## config.mk

```make
export PLATFORM = sky130hd
export DESIGN_NAME = rr_arbiter8
export DESIGN_NICKNAME = d
export VERILOG_FILES = /design/src/rtl/rr_arbiter8_pkg.sv /design/src/rtl/rr_arbiter8_pick.sv /design/src/rtl/rr_arbiter8.sv
export SDC_FILE = /design/constraint.sdc
export NUM_CORES = 1
export LEC_CHECK = 0
export BUFFER_PORTS_ARGS = -buffer_cell sky130_fd_sc_hd__buf_2
export CORE_ASPECT_RATIO = 0.6
export CORE_MARGIN = 1
export CORE_UTILIZATION = 55
export CTS_BUF_LIST = sky130_fd_sc_hd__clkbuf_8
export CTS_CLUSTER_SIZE = 8
export DETAILED_ROUTE_END_ITERATION = 10
export HOLD_SLACK_MARGIN = 0.03
export PLACE_DENSITY = 0.88
export SYNTH_ARGS = -nofsm -noshare
export SYNTH_HDL_FRONTEND = slang
export SYNTH_SLANG_ARGS = --single-unit
```

## constraint.sdc

```tcl
create_clock -name clk -period 3.69 [get_ports clk]
set_input_delay 0.738 -clock clk [delete_from_list [all_inputs] [get_ports clk]]
set_output_delay 0.738 -clock clk [all_outputs]
set_load 0.01 [all_outputs]
```

## src/rtl/rr_arbiter8_pkg.sv

```systemverilog
// Shared constants for the round-robin arbiter: FSM state encodings and default sizing.
package rr_arbiter8_pkg;

    localparam logic [1:0] ST_IDLE  = 2'd0;
    localparam logic [1:0] ST_GRANT = 2'd1;

    localparam int ARB_N       = 8;
    localparam int ARB_IDXW    = 3;
    localparam int ARB_TIMEOUT = 16;

endpackage

```

## src/rtl/rr_arbiter8_pick.sv

```systemverilog
// rr_pick: combinational round-robin selection, the first request at or after ptr, wrapping.
module rr_pick #(
    parameter int N    = 8,
    parameter int IDXW = 3
) (
    input  logic [N-1:0]    req,
    input  logic [IDXW-1:0] ptr,
    output logic            any,
    output logic [N-1:0]    pick_oh,
    output logic [IDXW-1:0] pick_idx
);

    logic [N-1:0] rot;
    logic [N-1:0] rot_oh;

    assign any = |req;

    // Rotate so that ptr lands on bit 0; the lowest set bit then wins.
    always_comb begin
        rot = '0;
        for (int i = 0; i < N; i++) begin
            rot[i] = req[(i + int'(ptr)) % N];
        end
    end

    assign rot_oh = rot & (~rot + {{(N-1){1'b0}}, 1'b1});

    always_comb begin
        pick_oh = '0;
        for (int i = 0; i < N; i++) begin
            pick_oh[(i + int'(ptr)) % N] = rot_oh[i];
        end
    end

    always_comb begin
        pick_idx = '0;
        for (int i = 0; i < N; i++) begin
            if (pick_oh[i]) begin
                pick_idx = pick_idx | IDXW'(i);
            end
        end
    end

endmodule

```

## src/rtl/rr_arbiter8.sv

```systemverilog
// Round-robin arbiter with a registered one-hot grant held until the owner asserts done.
// Optional forced release after TIMEOUT grant cycles when ARB_TIMEOUT_EN is defined.
//
//   state    | meaning
//   ST_IDLE  | no owner; arbitrate req from ptr
//   ST_GRANT | gnt held until done (or timeout)
module rr_arbiter8
    import rr_arbiter8_pkg::*;
#(
    parameter int N       = ARB_N,
    parameter int IDXW    = ARB_IDXW,
    parameter int TIMEOUT = ARB_TIMEOUT
) (
    input  logic            clk,
    input  logic            rst_n,
    input  logic [N-1:0]    req,
    input  logic            done,
    output logic [N-1:0]    gnt,
    output logic [IDXW-1:0] gnt_idx,
    output logic            gnt_valid,
    output logic            timeout_err
);

    if (N < 2 || (1 << IDXW) != N || TIMEOUT < 2) begin : g_param_check
        $error("rr_arbiter8: invalid N/IDXW/TIMEOUT");
    end

    logic [1:0]      state;
    logic [IDXW-1:0] ptr;
    logic            any;
    logic [N-1:0]    pick_oh;
    logic [IDXW-1:0] pick_idx;
    logic            forced;
    logic            release_now;

    rr_pick #(.N(N), .IDXW(IDXW)) u_pick (
        .req      (req),
        .ptr      (ptr),
        .any      (any),
        .pick_oh  (pick_oh),
        .pick_idx (pick_idx)
    );

`ifdef ARB_TIMEOUT_EN
    localparam int TW = $clog2(TIMEOUT);

    // Down-counter loaded on grant entry; terminal count 0 marks the last allowed cycle.
    logic [TW-1:0] timer;

    assign forced = (state == ST_GRANT) && !done && (timer == '0);

    always_ff @(posedge clk or negedge rst_n) begin
        if (!rst_n) begin
            timer       <= '0;
            timeout_err <= 1'b0;
        end else begin
            timeout_err <= forced;
            if (state == ST_IDLE && any) begin
                timer <= TW'(TIMEOUT - 1);
            end else if (state == ST_GRANT && timer != '0) begin
                timer <= timer - 1'b1;
            end
        end
    end
`else
    assign forced      = 1'b0;
    assign timeout_err = 1'b0;
`endif

    assign release_now = (state == ST_GRANT) && (done || forced);
    assign gnt_valid   = |gnt;

    always_ff @(posedge clk or negedge rst_n) begin
        if (!rst_n) begin
            state   <= ST_IDLE;
            gnt     <= '0;
            gnt_idx <= '0;
            ptr     <= '0;
        end else begin
            case (state)
                ST_IDLE: begin
                    if (any) begin
                        gnt     <= pick_oh;
                        gnt_idx <= pick_idx;
                        state   <= ST_GRANT;
                    end
                end
                ST_GRANT: begin
                    if (release_now) begin
                        gnt     <= '0;
                        gnt_idx <= '0;
                        ptr     <= gnt_idx + 1'b1;
                        state   <= ST_IDLE;
                    end
                end
                default: state <= ST_IDLE;
            endcase
        end
    end

endmodule

```

==> run metrics <==
status complete, no violations; Critical Path Start Type flop; FF+latch count, synth 15; Synth area leader dfrtp_1; largest net degree at the start of global routing 28; CTS Buf Count 3; Crit Path Max Fanout 15; Worst Tran Pin Value 590 ps; pins over their slew limit 0; WP data required 3850 ps; placer congestion estimate 1.02; via count 2468; fin nets 300; wire length per cell 22.3 microns; FF-to-FF Start ptr[1]; hpwl dp 5670 microns; buffer count from post-CTS setup fixing 0; max_slew headroom 60.7%; row count 16; worst reg2reg setup slack 170 ps; first-pass GRT wire length 11600 microns; post_cts resized 0; Synth area leaders dfrtp_1 18%, mux4_2 12%, nand2_1 5.3%; syn_nets 271; min Tclk post-route 3520 ps; reg2reg end gnt_idx[2]; Hold-fix buffers, CTS 0; Synth top area share 18.3%; critical path type reg2reg; area grow syn2layout 12.8%; Final setup viols 0; Avg Vias per Cell 7.57; H-tree depth 1; Die ar. 3980 sq um; PortBufs 22; Final Hold Viols 0; initial antenna violation count 0; chip height 49.3 microns; Post-synth EDFFs 0; clock sinks 15; mapped cell area 2050 sq um; die width 80.8 microns; total track usage 39.5%; Netlist cell types 59; Critical Path Sink Type flop; Synth Area per Inst 8.10 sq um; Data arrival, critical path 3690 ps; TritonCTS clock tree built; remaining antenna violation count 0; post-synthesis sequential area ratio 18.3%; root buf cell clkbuf_8; asr flop ratio synth 100%; share of cells above drive strength 1 22.4%; Cells after Synth 253; unrepaired setup endpoints after global routing false; Clock Pin Slew Worst Setup and Hold Paths 60 ps; area of the core 3400 sq um; Hold Crit Class in2async; Starting Density 60.2%; Max Fclk 0.284 GHz; Post-Route WL 7270 microns; Tcrit/Tclk final 95.5%; gr ovfl total 0; DRT iter0 DRCs 380; first-pass detailed-route iteration total 6; Post-route DRC 0; I/O pins 24; max_cap viols 0; yosys warns 0; Longest Clk Path Bufs 2; Clk Latency, worst-skew pair 250 ps; reg2reg path depth 10; clock skew 1.97 ps; Synth Flop Type dfrtp_1; Ant. Diodes 0; number of global-route vias before repair 2113; post-route setup TNS 0 ps
-- worst max-delay path, cell delays in order, from the launching register on --
cell and delay (ps):
dfrtp_1 520, inv_1 190, ha_1 360, buf_4 220, mux4_2 600, nor3_1 500
nand2_1 200, o32a_1 210, a31oi_1 270, nor2_1 160, a41oi_1 200
-- final cells by class --
type                    count  area [sq um]
well taps                  45          56.3
inverters                   4          16.3
multi-input cells         219          1580
clock inverters             1          3.75
flip-flops and latches     15           375
repair buffers             39           238
fillers                   292          1090
clock buffers               3          41.3
-- routing by layer --
layer / wire length [microns] / part of all wire, % / track usage, % / vias to the layer above
li1: - / - / - / 1044
met1: 2980 / 41 / 61.5 / 1134
met4: 218 / 3.0 / 5.36 / 0
met5: 0 / 0 / 11.4 / -
met3: 1360 / 19 / 15.3 / 40
met2: 2710 / 37 / 50.1 / 250
-- cells in the final DEF, fill, tap and decap left out, types with 3 or more instances in the layout --
master,synthesis,final
o21ai_0,9,9
nor4_1,6,6
nor2b_1,5,5
buf_2,1,22
nand2b_1,3,3
nor2_1,22,22
xor2_1,3,3
o21ai_1,8,8
nand2_1,29,29
nor3_1,7,7
inv_1,3,4
clkbuf_8,0,3
mux4_2,11,11
ha_1,7,7
dfrtp_1,15,15
mux2_2,4,4
a211oi_1,3,3
nand3_1,15,15
and3_1,3,3
o22ai_1,5,5
mux2_1,4,4
a31oi_1,9,9
buf_4,1,17
o211ai_1,3,3
a21oi_1,13,13
mux2i_1,6,6
o221ai_1,3,3
-- synth_stat cells, types with 3 or more instances --
master and n:
inv_1 3, buf_6 3, ha_1 7, nand2_1 29, mux4_2 11, clkbuf_1 8, nor2b_1 5, mux2_1 4
o211ai_1 3, and3_1 3, xor2_1 3, nand3_1 15, a211oi_1 3, nand2b_1 3, nor3_1 7, a31oi_1 9
a21oi_1 13, o21ai_0 9, nor2_1 22, mux2i_1 6, o221ai_1 3, mux2_2 4, dfrtp_1 15, a22oi_1 3
o21ai_1 8, o22ai_1 5, nor4_1 6
-- how the worst max path moves through the flow --
stage                      start    endpoint  slack, ps
after floorplan           ptr[0]  gnt_idx[2]         40
after global placement    req[6]  gnt_idx[2]        250
after detailed placement  ptr[1]  gnt_idx[2]        130
after CTS                 ptr[1]  gnt_idx[2]        120
after global routing      ptr[1]  gnt_idx[2]         30
final                     ptr[1]  gnt_idx[2]        170
-- through the flow --
stage / instance area, sq um / setup WS (ps) / util (%) / hold slack, ps / cells
finish: 2310 / 166 / 67.9 / 385 / 326
global route: 2310 / 32.7 / 67.9 / 412 / 326
CTS: 2300 / 121 / 67.7 / 395 / 326
detailed placement: 2260 / 133 / 66.4 / 529 / 322
global placement: 2260 / 245 / 66.4 / 519 / 322
floorplan: 2050 / 41.8 / - / 442 / 253
-- cells by family (layout without fill, tap and decap cells) --
kind of cell / after synthesis / after routing / synth area share [%]
adder cells (fa/ha/maj): 7 / 7 / 4.28
AO/OA/AOI/OAI: 80 / 80 / 26.8
AND/OR/NAND/NOR: 101 / 101 / 24.0
other: 1 / 1 / 0.183
multiplexers: 25 / 25 / 19.4
flip-flops: 15 / 15 / 18.3
buffers and inverters: 19 / 47 / 4.83
XOR/XNOR: 5 / 5 / 2.14
-- registers in the layout, indices dropped and copies added, names as in the netlist --
register,count
gnt_idx,3
state,1
gnt,8
ptr,3
Power is left out: the tool's default activity adds up to more than one toggle a clock period on the data nets, which glitch-free logic cannot reach.
